**src/rtl/anf_fl_tex_etc2_fetch_ctrl_pkg.sv**
```systemverilog
// Shared definitions for the ETC2 fetch controller slice.
//   state_t   : controller FSM states
//   BLOCK_W   : compressed ETC2 block width in bits
//   TAG_LSB   : lowest block-address bit that takes part in the tag
//   packRgba  : packs decoder channels as {R,G,B,A}, with R in the MSBs
package anf_fl_tex_pkg;

    typedef enum logic [2:0] {
        ST_IDLE   = 3'd0,
        ST_MREQ   = 3'd1,
        ST_MWAIT  = 3'd2,
        ST_DECODE = 3'd3,
        ST_OUT    = 3'd4
    } state_t;

    localparam int unsigned BLOCK_W = 128;
    localparam int unsigned TAG_LSB = 4;

    function automatic logic [31:0] packRgba(
        input logic [7:0] r,
        input logic [7:0] g,
        input logic [7:0] b,
        input logic [7:0] a
    );
        return {r, g, b, a};
    endfunction

endpackage

```
**src/rtl/anf_fl_tex_etc2_fetch_ctrl_if.sv**
```systemverilog
// Handshake bundle around the ETC2 fetch controller.
//   req_*     : texel lookup request (valid/ready, block address, format, x/y)
//   mem_req_* : block read request to memory (valid/ready, address)
//   mem_rsp_* : single-beat 128-bit block response
//   dec_*     : drive to / result from the external combinational decoder
//   out_*     : registered RGBA8 result (valid/ready)
// master = controller side, slave = surrounding environment.
interface anf_fl_tex_etc2_fetch_ctrl_if #(
    parameter int unsigned ADDR_W = 32,
    parameter int unsigned FMT_W  = 5
);
    logic              req_valid;
    logic              req_ready;
    logic [ADDR_W-1:0] req_addr;
    logic [FMT_W-1:0]  req_fmt;
    logic [1:0]        req_x;
    logic [1:0]        req_y;

    logic              mem_req_valid;
    logic              mem_req_ready;
    logic [ADDR_W-1:0] mem_req_addr;
    logic              mem_rsp_valid;
    logic [127:0]      mem_rsp_data;

    logic [127:0]      dec_data;
    logic [FMT_W-1:0]  dec_format;
    logic [1:0]        dec_x;
    logic [1:0]        dec_y;
    logic [7:0]        dec_r;
    logic [7:0]        dec_g;
    logic [7:0]        dec_b;
    logic [7:0]        dec_a;

    logic              out_valid;
    logic              out_ready;
    logic [31:0]       out_rgba;

    modport master (
        input  req_valid, req_addr, req_fmt, req_x, req_y,
        output req_ready,
        output mem_req_valid, mem_req_addr,
        input  mem_req_ready, mem_rsp_valid, mem_rsp_data,
        output dec_data, dec_format, dec_x, dec_y,
        input  dec_r, dec_g, dec_b, dec_a,
        output out_valid, out_rgba,
        input  out_ready
    );

    modport slave (
        output req_valid, req_addr, req_fmt, req_x, req_y,
        input  req_ready,
        input  mem_req_valid, mem_req_addr,
        output mem_req_ready, mem_rsp_valid, mem_rsp_data,
        input  dec_data, dec_format, dec_x, dec_y,
        output dec_r, dec_g, dec_b, dec_a,
        input  out_valid, out_rgba,
        output out_ready
    );
endinterface

```
**src/rtl/anf_fl_tex_etc2_fetch_ctrl_sat_counter.sv**
```systemverilog
// Saturating up-counter used for the hit/miss performance counters.
//   clk   : clock
//   clear : synchronous clear to zero (highest priority)
//   inc   : increment by one unless already all-ones
//   cnt   : current count
module anf_fl_sat_counter #(
    parameter int unsigned CNT_W = 16
) (
    input  logic             clk,
    input  logic             clear,
    input  logic             inc,
    output logic [CNT_W-1:0] cnt
);

    always_ff @(posedge clk) begin
        if (clear) begin
            cnt <= '0;
        end else if (inc && (cnt != '1)) begin
            cnt <= cnt + 1'b1;
        end
    end

endmodule

```
**src/rtl/anf_fl_tex_etc2_fetch_ctrl.sv**
```systemverilog
// ETC2 block fetch sequencer in front of the external block decoder.
// Holds a single tagged 128-bit block buffer; a lookup that hits decodes
// straight from the buffer, a miss fetches the block from memory first.
// One transaction is in flight at a time; results are registered RGBA8.
//   clk, rst_n : clock, synchronous active-low reset
//   inval      : invalidate the block buffer at the next clock edge
//   bus        : request / memory / decoder / result handshakes (master view)
//   hit_cnt    : saturating count of accepted lookups that hit
//   miss_cnt   : saturating count of accepted lookups that missed
module anf_fl_tex_etc2_fetch_ctrl
    import anf_fl_tex_pkg::*;
#(
    parameter int unsigned ADDR_W = 32,
    parameter int unsigned FMT_W  = 5,
    parameter int unsigned CNT_W  = 16
) (
    input  logic                          clk,
    input  logic                          rst_n,
    input  logic                          inval,
    anf_fl_tex_etc2_fetch_ctrl_if.master  bus,
    output logic [CNT_W-1:0]              hit_cnt,
    output logic [CNT_W-1:0]              miss_cnt
);

    localparam int unsigned BASE_W = ADDR_W - TAG_LSB;
    localparam int unsigned TAG_W  = BASE_W + FMT_W;

    state_t              state;
    state_t              nextState;

    logic [BASE_W-1:0]   baseQ;
    logic [FMT_W-1:0]    fmtQ;
    logic [1:0]          xQ;
    logic [1:0]          yQ;
    logic [BLOCK_W-1:0]  blkBuf;
    logic [TAG_W-1:0]    tagQ;
    logic                tagValid;
    logic                invalPend;
    logic [31:0]         rgbaQ;

    logic [TAG_W-1:0]    reqTag;
    logic                hit;
    logic                accept;
    logic                rspTake;
    logic                hitInc;
    logic                missInc;
    logic                unusedAddrBits;

    assign reqTag         = {bus.req_addr[ADDR_W-1:TAG_LSB], bus.req_fmt};
    assign hit            = tagValid && (reqTag == tagQ);
    assign accept         = (state == ST_IDLE) && bus.req_valid;
    assign rspTake        = (state == ST_MWAIT) && bus.mem_rsp_valid;
    assign unusedAddrBits = ^bus.req_addr[TAG_LSB-1:0];

    // State register
    always_ff @(posedge clk) begin
        if (!rst_n) begin
            state <= ST_IDLE;
        end else begin
            state <= nextState;
        end
    end

    // Next-state logic
    always_comb begin
        nextState = state;
        case (state)
            ST_IDLE:   if (bus.req_valid)     nextState = hit ? ST_DECODE : ST_MREQ;
            ST_MREQ:   if (bus.mem_req_ready) nextState = ST_MWAIT;
            ST_MWAIT:  if (bus.mem_rsp_valid) nextState = ST_DECODE;
            ST_DECODE:                        nextState = ST_OUT;
            ST_OUT:    if (bus.out_ready)     nextState = ST_IDLE;
            default:                          nextState = ST_IDLE;
        endcase
    end

    // Output logic; req_ready is gated by rst_n so it stays low while reset is held
    always_comb begin
        bus.req_ready     = rst_n && (state == ST_IDLE);
        bus.mem_req_valid = (state == ST_MREQ);
        bus.out_valid     = (state == ST_OUT);
        hitInc            = accept && hit;
        missInc           = accept && !hit;
    end

    // Datapath: latched request, block buffer, tag and result
    always_ff @(posedge clk) begin
        if (!rst_n) begin
            baseQ     <= '0;
            fmtQ      <= '0;
            xQ        <= '0;
            yQ        <= '0;
            blkBuf    <= '0;
            tagQ      <= '0;
            tagValid  <= 1'b0;
            invalPend <= 1'b0;
            rgbaQ     <= '0;
        end else begin
            if (accept) begin
                baseQ <= bus.req_addr[ADDR_W-1:TAG_LSB];
                fmtQ  <= bus.req_fmt;
                xQ    <= bus.req_x;
                yQ    <= bus.req_y;
            end

            // An invalidate seen while a fetch is outstanding must still leave
            // the buffer invalid once the response lands, so remember it.
            if (state == ST_IDLE) begin
                invalPend <= 1'b0;
            end else if (inval && ((state == ST_MREQ) || (state == ST_MWAIT))) begin
                invalPend <= 1'b1;
            end

            if (rspTake) begin
                blkBuf   <= bus.mem_rsp_data;
                tagQ     <= {baseQ, fmtQ};
                tagValid <= !(inval || invalPend);
            end else if (inval || missInc) begin
                tagValid <= 1'b0;
            end

            if (state == ST_DECODE) begin
                rgbaQ <= packRgba(bus.dec_r, bus.dec_g, bus.dec_b, bus.dec_a);
            end
        end
    end

    assign bus.mem_req_addr = {baseQ, {TAG_LSB{1'b0}}};
    assign bus.dec_data     = blkBuf;
    assign bus.dec_format   = fmtQ;
    assign bus.dec_x        = xQ;
    assign bus.dec_y        = yQ;
    assign bus.out_rgba     = rgbaQ;

    anf_fl_sat_counter #(.CNT_W(CNT_W)) uHitCnt (
        .clk   (clk),
        .clear (~rst_n),
        .inc   (hitInc),
        .cnt   (hit_cnt)
    );

    anf_fl_sat_counter #(.CNT_W(CNT_W)) uMissCnt (
        .clk   (clk),
        .clear (~rst_n),
        .inc   (missInc),
        .cnt   (miss_cnt)
    );

endmodule

```
**src/flat_wrapper.sv**
```systemverilog
// flat-port wrapper written by rule: the top's interface ports become plain ports
module anf_fl_tex_etc2_fetch_ctrl_flat import anf_fl_tex_pkg::*;
#(
    parameter int unsigned ADDR_W = 32,
    parameter int unsigned FMT_W  = 5,
    parameter int unsigned CNT_W  = 16
)
  (clk, rst_n, inval, hit_cnt, miss_cnt, bus_req_valid, bus_req_addr, bus_req_fmt, bus_req_x, bus_req_y, bus_req_ready, bus_mem_req_valid, bus_mem_req_addr, bus_mem_req_ready, bus_mem_rsp_valid, bus_mem_rsp_data, bus_dec_data, bus_dec_format, bus_dec_x, bus_dec_y, bus_dec_r, bus_dec_g, bus_dec_b, bus_dec_a, bus_out_valid, bus_out_rgba, bus_out_ready);
  anf_fl_tex_etc2_fetch_ctrl_if #(.ADDR_W(ADDR_W), .FMT_W(FMT_W)) bus_i ();
  input  logic clk;
  input  logic rst_n;
  input  logic inval;
  output logic [CNT_W-1:0] hit_cnt;
  output logic [CNT_W-1:0] miss_cnt;
  input wire logic [$bits(bus_i.req_valid)-1:0] bus_req_valid;
  input wire logic [$bits(bus_i.req_addr)-1:0] bus_req_addr;
  input wire logic [$bits(bus_i.req_fmt)-1:0] bus_req_fmt;
  input wire logic [$bits(bus_i.req_x)-1:0] bus_req_x;
  input wire logic [$bits(bus_i.req_y)-1:0] bus_req_y;
  output wire logic [$bits(bus_i.req_ready)-1:0] bus_req_ready;
  output wire logic [$bits(bus_i.mem_req_valid)-1:0] bus_mem_req_valid;
  output wire logic [$bits(bus_i.mem_req_addr)-1:0] bus_mem_req_addr;
  input wire logic [$bits(bus_i.mem_req_ready)-1:0] bus_mem_req_ready;
  input wire logic [$bits(bus_i.mem_rsp_valid)-1:0] bus_mem_rsp_valid;
  input wire logic [$bits(bus_i.mem_rsp_data)-1:0] bus_mem_rsp_data;
  output wire logic [$bits(bus_i.dec_data)-1:0] bus_dec_data;
  output wire logic [$bits(bus_i.dec_format)-1:0] bus_dec_format;
  output wire logic [$bits(bus_i.dec_x)-1:0] bus_dec_x;
  output wire logic [$bits(bus_i.dec_y)-1:0] bus_dec_y;
  input wire logic [$bits(bus_i.dec_r)-1:0] bus_dec_r;
  input wire logic [$bits(bus_i.dec_g)-1:0] bus_dec_g;
  input wire logic [$bits(bus_i.dec_b)-1:0] bus_dec_b;
  input wire logic [$bits(bus_i.dec_a)-1:0] bus_dec_a;
  output wire logic [$bits(bus_i.out_valid)-1:0] bus_out_valid;
  output wire logic [$bits(bus_i.out_rgba)-1:0] bus_out_rgba;
  input wire logic [$bits(bus_i.out_ready)-1:0] bus_out_ready;
  assign bus_i.req_valid = bus_req_valid;
  assign bus_i.req_addr = bus_req_addr;
  assign bus_i.req_fmt = bus_req_fmt;
  assign bus_i.req_x = bus_req_x;
  assign bus_i.req_y = bus_req_y;
  assign bus_req_ready = bus_i.req_ready;
  assign bus_mem_req_valid = bus_i.mem_req_valid;
  assign bus_mem_req_addr = bus_i.mem_req_addr;
  assign bus_i.mem_req_ready = bus_mem_req_ready;
  assign bus_i.mem_rsp_valid = bus_mem_rsp_valid;
  assign bus_i.mem_rsp_data = bus_mem_rsp_data;
  assign bus_dec_data = bus_i.dec_data;
  assign bus_dec_format = bus_i.dec_format;
  assign bus_dec_x = bus_i.dec_x;
  assign bus_dec_y = bus_i.dec_y;
  assign bus_i.dec_r = bus_dec_r;
  assign bus_i.dec_g = bus_dec_g;
  assign bus_i.dec_b = bus_dec_b;
  assign bus_i.dec_a = bus_dec_a;
  assign bus_out_valid = bus_i.out_valid;
  assign bus_out_rgba = bus_i.out_rgba;
  assign bus_i.out_ready = bus_out_ready;
  anf_fl_tex_etc2_fetch_ctrl #(.ADDR_W(ADDR_W), .FMT_W(FMT_W), .CNT_W(CNT_W)) u_core (.clk(clk), .rst_n(rst_n), .inval(inval), .bus(bus_i), .hit_cnt(hit_cnt), .miss_cnt(miss_cnt));
endmodule
```
**config.mk**
```make
export PLATFORM = sky130hd
export DESIGN_NAME = anf_fl_tex_etc2_fetch_ctrl_flat
export DESIGN_NICKNAME = d
export VERILOG_FILES = /design/src/rtl/anf_fl_tex_etc2_fetch_ctrl_pkg.sv /design/src/rtl/anf_fl_tex_etc2_fetch_ctrl_if.sv /design/src/rtl/anf_fl_tex_etc2_fetch_ctrl_sat_counter.sv /design/src/rtl/anf_fl_tex_etc2_fetch_ctrl.sv /design/src/flat_wrapper.sv
export SDC_FILE = /design/constraint.sdc
export NUM_CORES = 1
export LEC_CHECK = 0
export CAP_MARGIN = 30
export CELL_PAD_IN_SITES_DETAIL_PLACEMENT = 0
export CELL_PAD_IN_SITES_GLOBAL_PLACEMENT = 1
export CORE_MARGIN = 2
export CORE_UTILIZATION = 30
export DETAILED_ROUTE_END_ITERATION = 6
export PLACE_DENSITY = 0.81
export SYNTH_ARGS = -nofsm -noshare
export SYNTH_HDL_FRONTEND = slang
export SYNTH_HIERARCHICAL = 1
export SYNTH_SLANG_ARGS = --single-unit
```
**constraint.sdc**
```tcl
create_clock -name clk -period 3.3 [get_ports clk]
set_clock_uncertainty 0.1 [all_clocks]
set_input_delay 0.825 -clock clk [delete_from_list [all_inputs] [get_ports clk]]
set_output_delay 0.825 -clock clk [all_outputs]
set_load 0.005 [all_outputs]
```
==> results.toml <==
[outcome]
status = "finished, final reports clean"

[drt]
dr.pass1.iters = 4
drc = 0
via_per_inst = 4.68
drt_iter0_markers = 568
totalWireLength_um = 34100
wl_per_cell_um = 15.6
dr_total_vias = 10232
ant_nets = 0

[layout]
n_fill_cell = 3227
n_antenna_cell = 0
drive_gt1_share_pct = 5.93
fin_nets = 1923
multi_input_area_um2 = 4500
register_area_um2 = 5350
syn2layout_area_growth_pct = 58.2

[critical_path]
critPathLaunchType = "primary input"
rr_startpoint = "u_core/tagQ[31]"
r2r_setup_slack_ps = 550
cp-end-kind = "flop"
critPathMaxFanout = 9
regToRegEndpoint = "u_core/uHitCnt/cnt[7]"
reg2reg_depth = 10
critPathKind = "in -> reg"
critPathRequiredTime_ps = 3670
critPathArrivalTime_ps = 3510

[pwr]
switching_share_pct = 23.6
p_int_w = 0.00576
ir_worst_vdd_v = 0.000409
clkPwrFrac_pct = 43.7
p_switching_w = 0.00178
leakagePower_nw = 5.42
p_comb_share_pct = 11.3
power_density_nw_per_um2 = 466
p_seq_share_pct = 45.0
total_power_w = 0.00754

[logic_synthesis]
synth-compound-area-share_pct = 14.9
ys_types = 47
synth_top_family_by_area = "simple AND/OR/NAND/NOR gates"
synth-simple-area-share_pct = 25.1
async_flop_share_pct = 0
synth_xor_area_share_pct = 2.83
ys_warn_count = 6
ys_seq_area_share_pct = 52.3
synthCells = 1291
synth_fa_ha_area_share_pct = 0.245
netlist_area_um2 = 10200
avgSynthCellArea_um2 = 7.92
synth-edff-count = 0
yosys_most_used_dff = "dfxtp_1"
muxShareOfSynthArea_pct = 0.514
yosys_register_bits = 267

[clocking]
clockBufferDepth = 3
htree_levels = 1
cts_setup_buffers = 0
numCtsBuffers = 31
clkTransAtPathRegs_ps = 60
cts_root_buf = "clkbuf_16"
cts_resized = 0
cts_tree = "done"
postCtsHoldBufs = 0
clock_latency_ps = 550
cts_sinks = 267

[die]
io_pins = 444
die_h_um = 189
die_w_um = 189
coreArea_um2 = 33500
std_cell_rows = 67
start_util_pct = 30.5
dieArea_um2 = 35600

[min_path]
hp-class = "reg -> reg"
holdCritStartpoint = "u_core/bus.dec_data[21]"
hold_path_end = "u_core/bus.dec_data[21]"
hold_depth = 2

[timing]
fmax_mhz = 319
hold_viol_final = 0
drv_slew = 0
period_needed_ps = 3130
worst_pin_slew_ps = 807
finalSetupViolCount = 0
final.period_utilization_pct = 94.9
rsz0062_at_grt = "false"
fin_ws_ps = 167
relSlewSlack_pct = 45.8
setup_tns_ps = 0

[global_routing]
grt_pass1_wl_um = 53400
grt_max_degree = 81
grt-ovfl-total = 0
grt_pass1_vias = 9870
antenna_found_initial = 0
gr-usage-all-layers_pct = 18.5

[place]
pre_cts_slack_ps = -343
gp_congestion = 0.831
io_buffers = 435
post-dp-hpwl_um = 24300

[job]
maxCapViolCount = 0
[final cells by class]
type,instances,share of cell area (%)
clock buffers,42,5.48
clock inverters,14,0.650
inverters,10,0.278
multi-input cells,928,27.8
flip-flops and latches,267,33.0
well taps,448,3.46
repair buffers,475,29.3
[layer usage]
| layer | wire, um | GRT usage (%) | share of wire (%) | vias to the layer above |
|---|---|---|---|---|
| met4 | 737 | 4.66 | 2.2 | 0 |
| met1 | 13700 | 21.6 | 40 | 4696 |
| li1 | - | - | - | 5143 |
| met2 | 16500 | 32.0 | 48 | 343 |
| met5 | 0 | 0 | 0 | - |
| met3 | 3180 | 6.82 | 9.3 | 50 |
[worst max-delay path, stage by stage]
cell and delay, ps:
clkdlybuf4s50_1 440, nor2b_1 150, a2111o_1 330, nor4_1 360, nand4_1 230, nor2_1 160
buf_4 160, nand2_1 70, buf_4 160, or4_1 460, a21oi_1 160
[through the flow]
step | instances | hold slack (ps) | area, um^2 | utilization, %
2_1_floorplan | 1294 | 336 | 10200 | -
3_3_place_gp | 2128 | 341 | 15200 | 45.3
3_5_place_dp | 2128 | 346 | 15200 | 45.3
4_1_cts | 2184 | 354 | 16200 | 48.3
5_1_grt | 2184 | 369 | 16200 | 48.3
6_report | 2184 | 352 | 16200 | 48.3
[worst max path at each step]
stage | startpoint | endpoint | cells after the start | slack (ps)
2_1_floorplan | bus_req_addr[19] | u_core/uHitCnt/cnt[7] | 9 | 300
3_3_place_gp | bus_req_addr[30] | u_core/uHitCnt/cnt[7] | 11 | -310
3_5_place_dp | bus_req_addr[30] | u_core/uHitCnt/cnt[15] | 11 | -340
4_1_cts | bus_req_addr[30] | u_core/uHitCnt/cnt[7] | 11 | 230
5_1_grt | bus_req_addr[30] | u_core/uHitCnt/cnt[15] | 11 | 30
6_report | bus_req_addr[19] | u_core/uHitCnt/cnt[7] | 11 | 170
[sequential cells by signal (all words and copies together), names as in the netlist]
register and cells:
u_core/bus.dec_format 5, u_core/bus.dec_x 2, u_core/bus.out_rgba 32, u_core/uMissCnt/cnt 16, u_core/bus.dec_data 128, u_core/invalPend 1
u_core/tagQ 33, u_core/state 3, u_core/tagValid 1, u_core/uHitCnt/cnt 16, u_core/baseQ 28, u_core/bus.dec_y 2
[cell usage after synthesis, drive strengths merged (2+ instances only)]
cell,number,share of area [%]
or4,15,1.1
nand2,478,18
a21oi,253,12
clkbuf,57,2.1
nor3,12,0.64
nand3b,2,0.15
o311ai,2,0.17
inv,10,0.37
o21a,2,0.15
nand4,15,1.2
xor2,4,0.34
mux2,2,0.22
and4,6,0.51
o21ai,14,0.68
nor4,8,0.78
o41ai,2,0.17
nor4bb,2,0.20
ha,2,0.24
o31ai,13,0.95
or3,6,0.37
nand3,15,0.73
nor2,16,0.59
mux2i,3,0.29
xnor2,29,2.5
nor2b,7,0.43
dfxtp,267,52
buf,32,1.7
nand2b,3,0.18
and3,4,0.24
[cells by family (layout without fill, tap and decap cells)]
logic type / count (synthesis) / in the layout
simple gates: 593 / 593
compound gates: 291 / 291
flops: 267 / 267
buf+inv: 99 / 541
xor+xnor: 33 / 33
mux: 5 / 5
fa+ha+maj: 2 / 2
other cells: 1 / 4
[cell usage in the layout, fill, tap and decap left out, drive strengths merged, types with 2 or more instances in the layout]
master | synthesis | final
nand2 | 478 | 478
clkdlybuf4s50 | 0 | 435
dfxtp | 267 | 267
a21oi | 253 | 253
clkbuf | 57 | 42
buf | 32 | 40
xnor2 | 29 | 29
nor2 | 16 | 16
nand3 | 15 | 15
or4 | 15 | 15
nand4 | 15 | 15
o21ai | 14 | 14
o31ai | 13 | 13
nor3 | 12 | 12
clkinv | 0 | 12
inv | 10 | 10
nor4 | 8 | 8
nor2b | 7 | 7
and4 | 6 | 6
or3 | 6 | 6
and3 | 4 | 4
xor2 | 4 | 4
conb | 1 | 4
nand2b | 3 | 3
mux2i | 3 | 3
o41ai | 2 | 2
nand3b | 2 | 2
o21a | 2 | 2
nor4bb | 2 | 2
mux2 | 2 | 2
o311ai | 2 | 2
ha | 2 | 2
[power by group through the flow]
stage	clock network, W	logic, W	registers (W)
CTS	0.00341	0.000860	0.00339
detailed placement	0	0.000856	0.00346
finish	0.00330	0.000850	0.00339
global route	0.00355	0.000924	0.00341
floorplan	0	0.000294	0.00346
global placement	0	0.000851	0.00346
(Power assumes the default switching activity.)
